## src/rtl/pc_fetch_unit.sv

```systemverilog
// -----------------------------------------------------------------------------
// pc_fetch_unit
//   Owns the program counter and drives instruction fetch. The current PC is
//   issued to instruction memory over a req/gnt + rvalid handshake. Each
//   returned word is held for decode under a valid/ready handshake. A one-cycle
//   PCSrc strobe from execute redirects the PC to BranchAdd at any time.
//
// Ports
//   clk, rst_n         clock, asynchronous active-low reset
//   PCSrc, BranchAdd   redirect strobe and target (low two target bits dropped)
//   imem_req/addr      fetch request and address (address is always the PC)
//   imem_gnt           memory accepts the request this cycle
//   imem_rvalid/rdata  returned instruction word
//   instr_valid/instr  held instruction for decode
//   instr_pc, PCPlus4  address of held instruction and that address + 4
//   instr_ready        decode consumes the held instruction
// -----------------------------------------------------------------------------
module pc_fetch_unit #(
    parameter int unsigned           DataWidth   = 32,
    parameter logic [DataWidth-1:0]  ResetVector = '0
) (
    input  logic                 clk,
    input  logic                 rst_n,
    input  logic                 PCSrc,
    input  logic [DataWidth-1:0] BranchAdd,
    output logic                 imem_req,
    output logic [DataWidth-1:0] imem_addr,
    input  logic                 imem_gnt,
    input  logic                 imem_rvalid,
    input  logic [DataWidth-1:0] imem_rdata,
    output logic                 instr_valid,
    output logic [DataWidth-1:0] instr,
    output logic [DataWidth-1:0] instr_pc,
    output logic [DataWidth-1:0] PCPlus4,
    input  logic                 instr_ready
);

    typedef enum logic [1:0] {StIdle, StReq, StWait, StHold} state_e;

    state_e               state_q;
    logic [DataWidth-1:0] pc_q;
    logic                 kill_q;      // in-flight response belongs to a squashed fetch
    logic                 req_q;       // set exactly while in StReq
    logic                 valid_q;     // set exactly while in StHold
    logic [DataWidth-1:0] instr_q;
    logic [DataWidth-1:0] instr_pc_q;
    logic [DataWidth-1:0] pcplus4_q;

    logic [DataWidth-1:0] pc_plus4;
    logic [DataWidth-1:0] branch_tgt;

    // Wraps modulo 2^DataWidth.
    assign pc_plus4   = pc_q + DataWidth'(4);
    // Targets are word aligned.
    assign branch_tgt = BranchAdd & ~{{(DataWidth-2){1'b0}}, 2'b11};

    always_ff @(posedge clk or negedge rst_n) begin
        if (!rst_n) begin
            state_q    <= StIdle;
            pc_q       <= ResetVector;
            kill_q     <= 1'b0;
            req_q      <= 1'b0;
            valid_q    <= 1'b0;
            instr_q    <= '0;
            instr_pc_q <= '0;
            pcplus4_q  <= DataWidth'(4);
        end else begin
            case (state_q)
                StIdle: begin
                    state_q <= StReq;
                    req_q   <= 1'b1;
                    if (PCSrc) pc_q <= branch_tgt;
                end

                StReq: begin
                    // A redirect masks the request, so a coincident gnt is void.
                    if (PCSrc) begin
                        pc_q <= branch_tgt;
                    end else if (imem_gnt) begin
                        state_q <= StWait;
                        req_q   <= 1'b0;
                    end
                end

                StWait: begin
                    if (imem_rvalid) begin
                        if (PCSrc || kill_q) begin
                            // Response belongs to a squashed fetch: drop it.
                            state_q <= StReq;
                            req_q   <= 1'b1;
                            kill_q  <= 1'b0;
                            if (PCSrc) pc_q <= branch_tgt;
                        end else begin
                            state_q    <= StHold;
                            valid_q    <= 1'b1;
                            instr_q    <= imem_rdata;
                            instr_pc_q <= pc_q;
                            pcplus4_q  <= pc_plus4;
                            pc_q       <= pc_plus4;
                        end
                    end else if (PCSrc) begin
                        // Must still wait for the outstanding response.
                        pc_q   <= branch_tgt;
                        kill_q <= 1'b1;
                    end
                end

                StHold: begin
                    if (PCSrc || instr_ready) begin
                        state_q <= StReq;
                        req_q   <= 1'b1;
                        valid_q <= 1'b0;
                        if (PCSrc) pc_q <= branch_tgt;
                    end
                end

                default: begin
                    state_q <= StIdle;
                    req_q   <= 1'b0;
                    valid_q <= 1'b0;
                end
            endcase
        end
    end

    // The redirect strobe suppresses the request in the same cycle.
    assign imem_req    = req_q & ~PCSrc;
    assign imem_addr   = pc_q;
    assign instr_valid = valid_q;
    assign instr       = instr_q;
    assign instr_pc    = instr_pc_q;
    assign PCPlus4     = pcplus4_q;

endmodule

```

## config.mk

```make
export PLATFORM = sky130hd
export DESIGN_NAME = pc_fetch_unit
export DESIGN_NICKNAME = d
export VERILOG_FILES = /design/src/rtl/pc_fetch_unit.sv
export SDC_FILE = /design/constraint.sdc
export NUM_CORES = 1
export LEC_CHECK = 0
export CAP_MARGIN = 20
export CORE_MARGIN = 1
export CORE_UTILIZATION = 35
export DETAILED_ROUTE_END_ITERATION = 10
export PLACE_DENSITY_LB_ADDON = 0.25
export REMOVE_ABC_BUFFERS = 1
export SYNTH_ARGS = -nofsm -noshare
export SYNTH_HDL_FRONTEND = slang
export SYNTH_SLANG_ARGS = --single-unit
```

## constraint.sdc

```tcl
create_clock -name clk -period 2.4 [get_ports clk]
set_input_delay 0.36 -clock clk [delete_from_list [all_inputs] [get_ports clk]]
set_output_delay 0.36 -clock clk [all_outputs]
set_load 0.005 [all_outputs]
```

Yosys cells after proc, flatten, opt, wreduce, memory -nomap -nowiden --
Cells that the tools add are included.
Operators by class: add/subtract/negate cells 1, equal/unequal tests 10, multiplexer cells 24, bitwise gates (word level) 3, reduce and logical (&&, ||, !) cells 11
Operators with widths (number):
- $mux 32 | 4
- $pmux 32 s3 | 1
- $add 32x3->32 const B | 1
- $ne 2x2->1 const B | 6
- $mux 1 | 11
- $mux 2 | 5
- $pmux 2 s4 | 1
- $reduce_and 4->1 | 2
- $reduce_and 3->1 | 2
- $reduce_and 5->1 | 1
- $eq 2x2->1 const B | 2
- $pmux 1 s4 | 1
- $reduce_bool 2->1 | 2
- $eq 2x1->1 const B | 1
- $logic_not 2->1 | 1
- $logic_or 1x1->1 | 2
- $ne 2x1->1 const B | 1
- $not 1->1 | 2
- $pmux 1 s2 | 1
- $reduce_or 2->1 | 1
- $and 1x1->1 | 1
Word-level totals: flip-flop bits (word level) 133, bits of input ports 70, output and inout port bits 130, logic and storage cells 57

Logic depth before layout (Yosys ltp) --
depth in word-level cells 4, depth in mapped cells 9, gate-level depth less buffers 7

Worst setup path before layout --
OpenSTA, ideal clock, no wires.
kind flip-flop to flip-flop, start reg state_q[0], end reg pc_q[30], in the netlist imem_addr[30], arrival time 1782 ps, data required time 2317 ps, setup slack 535 ps, cell stages (with the launch flop) 10, path buffers 2, clock period less this slack 1865 ps, path through dfrtp_1 > inv_1 > ha_1 > nand2_1 > nor3_1 > buf_2 > buf_2 > nand4_1 > xor2_1 > o21ai_0
On the way: word-level cells in the longest chain between the ends 3, elaborated cells on any way between the ends 7, classes of those cells 4 x eq/ne; 1 x mux; 2 x reduce/logical
RTL lines:
- from (decl) | line 40 | state_e state_q;
- from (signal assigned) | line 59 | state_q <= StIdle;
- from (signal assigned) | line 70 | state_q <= StReq;
- from (signal assigned) | line 80 | state_q <= StWait;
- $eq 2x1->1 / $logic_not 2->1 (equally long branches) | line 68 | case (state_q)
- $reduce_or 2->1 (no line)
- $pmux 32 s3 | line 68
- to (signal assigned) | line 60 | pc_q <= ResetVector;
- to (signal assigned) | line 72 | if (PCSrc) pc_q <= branch_tgt;
- to (signal assigned) | line 78 | pc_q <= branch_tgt;
- to (decl) | line 41 | logic [DataWidth-1:0] pc_q;
Several ways; a longest one is shown, not always the timed one. A chain may end at the register's enable or synchronous reset.

Worst setup path in the final report --
start reg pc_q[3], in the netlist imem_addr[3], end reg pc_q[20], in the netlist imem_addr[20]
On the way: word-level cells in the longest chain between the ends 4
RTL lines:
- $add 32x3->32 | line 53 | assign pc_plus4 = pc_q + DataWidth'(4);
- $mux 32 | line 87 | if (PCSrc || kill_q) begin
- $mux 32 | line 86 | if (imem_rvalid) begin
- $pmux 32 s3 | line 68
No other way between the ends.

==> summary.md <==
| Metric | Value |
|---|---|
| Status | completed |
| Vias in the first global route | 4836 |
| Most frequent cells after synthesis | nand2_1 (274), dfrtp_1 (130), o21ai_0 (54) |
| HPWL Detailed | 10790 µm |
| Gr usage total | 0.1885 |
| Area of placed instances | 0.008218 mm² |
| Fin nets | 933 |
| Distinct cells, synth | 40 |
| Final setup viols | 0 |
| GRT overflow | 0 |
| Die area | 0.01748 mm² |
| Max VDD drop | 503.8 µV |
| RSZ-0062 raised after global routing | false |
| Largest net degree at the start of global routing | 81 |
| CP arrival | 2.36 ns |
| Initial Util | 0.3579 |
| Slew margin rel. | 0.6501 |
| Placeable Area | 0.01658 mm² |
| Standard-cell rows | 47 |
| Top post-synthesis cells by area | dfrtp_1 (55%), nand2_1 (17%), xor2_1 (5.5%), o21ai_0 (4.6%), xnor2_1 (1.9%) |
| Post-synth EDFFs | 0 |
| Top-area cell type share of the netlist area | 0.5481 |
| Pleak | 3.953 nW |
| CP endpoint kind | flop |
| Min Tclk post-route | 2.036 ns |
| Most numerous cell in the Yosys netlist | nand2_1 |
| DRT Pass-1 Iters | 4 |
| Routability congestion estimate | 0.7465 |
| Final WS setup | 0.3637 ns |
| Largest area contributor in the netlist | dfrtp_1 |
| Post-synth ARST share | 1.000 |
| Proportion of layout cells with a drive suffix above 1 | 0.07683 |
| First-pass GRT wire length | 25770 µm |
| Yosys Warn Count | 0 |
| # DRC | 0 |
| Critical path fanouts, max | 13 |
| Post-route cell area | 0.008857 mm² |
| Max Freq | 0.4911 GHz |
| CP required | 2.72 ns |
| Fin cells | 1092 |
| Post-CTS setup buffer count | 0 |
| Post-Syn Instances | 666 |
| Port Buffer Count | 197 |
| Area of the multi-input gates | 0.002430 mm² |
| Inserted Clock Buffers | 17 |
| Diode count | 0 |
| Hold Path Class | input pin to flop |
| Layout area overhead | 49.22% |
| Clock latency on the worst-skew pair | 0.41 ns |
| Num ports | 200 |
| Crit path launch type | flop |
| Initial antenna violation count | 0 |
| Htree depth | 4 |
| Routed WL | 15890 µm |
| DR vias/cell | 4.641 |
| CTS Root Cell | clkbuf_16 |
| Skew final | 0.008150 ns |
| MaxCap Viol Count | 0 |
| Slew Limit Fails | 0 |
| Die span in x | 132.2 µm |
| Hold Fails Final Rpt | 0 |
| Worst Tran Pin Value | 0.5249 ns |
| Drt wl/cell | 14.55 µm |
| Reg area | 0.003279 mm² |
| DR iter-0 viols | 168 |
| Antenna Nets Post-Route | 0 |
| Hold_ws | 0.3218 ns |
| CTS tree | built |
| Post-synthesis sequential area ratio | 0.5525 |
| Synthesized flop and latch total | 131 |
| Total power | 8.595 mW |
| Crit share post-route | 0.8484 |
| Height of the die | 132.2 µm |
| Placed cells | 1059 |
| Setup Crit Path Kind | flop to flop |
| Via count | 5068 |
| Post-Syn Area | 0.005936 mm² |
| CTS max path bufs | 2 |
| Worst slack, placed | 0.1695 ns |
| Clk slew on worst S/H paths | 0.06 ns |
| Mean Syn Cell Area | 8.912 µm² |
| Post-synth top flop | dfrtp_1 |
| Clock sinks | 131 |
| Layout fillers | 1573 |
| Power per standard cell area | 970.4 mW/mm² |
[power breakdown]
group	switching, mW	leakage, nW	internal, mW
combinational	0.912	1.95	1.60
clock	0.987	0.302	1.75
sequential	0.423	1.71	2.92
[registers in the layout (all words and copies together), names as in the netlist]
signal,flops
state_q,2
instr_valid,1
imem_addr,32
kill_q,1
PCPlus4,30
req_q,1
instr,32
instr_pc,32
[critical path: stages (launching register included)]
cell and delay, ns:
dfrtp_1 0.43, ha_1 0.26, and4_1 0.29, and4_1 0.28, buf_4 0.24, nand4_1 0.13
xor2_1 0.15, o21ai_0 0.16
[final cells by class]
cell class / count / share of cell area
tap: 220 / 0.03108
clock inverter: 11 / 0.01681
sequential: 131 / 0.3703
multi-input combinational: 480 / 0.2743
clock buffer: 21 / 0.05425
inverter: 8 / 0.003390
timing repair buffer: 221 / 0.2499
[cell usage in the layout, fill, tap and decap left out, drive strengths merged, types with 10 or more instances in the layout]
cell / instances
buf: 25
clkbuf: 21
clkdlybuf4s50: 195
dfrtp: 130
inv: 10
nand2: 274
nand3: 19
nand4: 17
nor2: 11
o21ai: 57
xnor2: 13
xor2: 37
[what timing repair did]
| action | in CTS | in global routing |
|---|---|---|
| gates resized for setup | 0 | 0 |
| hold buffers | 1 | 0 |
| endpoints found under the hold margin | 47 | 0 |
[through the flow]
step	utilization	setup TNS (ns)
3_3_place_gp	0.4955	0
2_1_floorplan	-	-159.76
5_1_grt	0.5341	0
3_5_place_dp	0.4955	0
4_1_cts	0.5341	0
6_report	0.5341	0
[worst paths after layout]
check	start	end	slack, ns	cells past startpoint
worst min-delay path	PCSrc	imem_addr[27]$_DFFE_PN0P_	0.32	3
worst max register to register	imem_addr[3]$_DFFE_PN0P_	imem_addr[20]$_DFFE_PN0P_	0.36	7
worst min register to register	instr[21]$_DFFE_PN0P_	instr[21]$_DFFE_PN0P_	0.47	2
min in group asynchronous	rst_n	instr[12]$_DFFE_PN0P_	0.48	2
max in group asynchronous	rst_n	PCPlus4[2]$_DFFE_PN1P_	1.20	3
worst max-delay path	imem_addr[3]$_DFFE_PN0P_	imem_addr[20]$_DFFE_PN0P_	0.36	7
[metal layers]
layer	wire length, µm	track usage
met5	0	0
met4	171	0.05747
met3	911	0.04921
met2	7338	0.2981
met1	7464	0.2533
[kinds of logic after synthesis]
kind of cell,synth area share
AOI/OAI and AO/OA,0.06872
xor gates and xnor gates,0.07378
adders and majority gates,0.008432
buffers and inverters,0.04068
DFF,0.5525
muxes,0.005270
and+or+nand+nor,0.2506
Power figures use the tool's default switching activity.
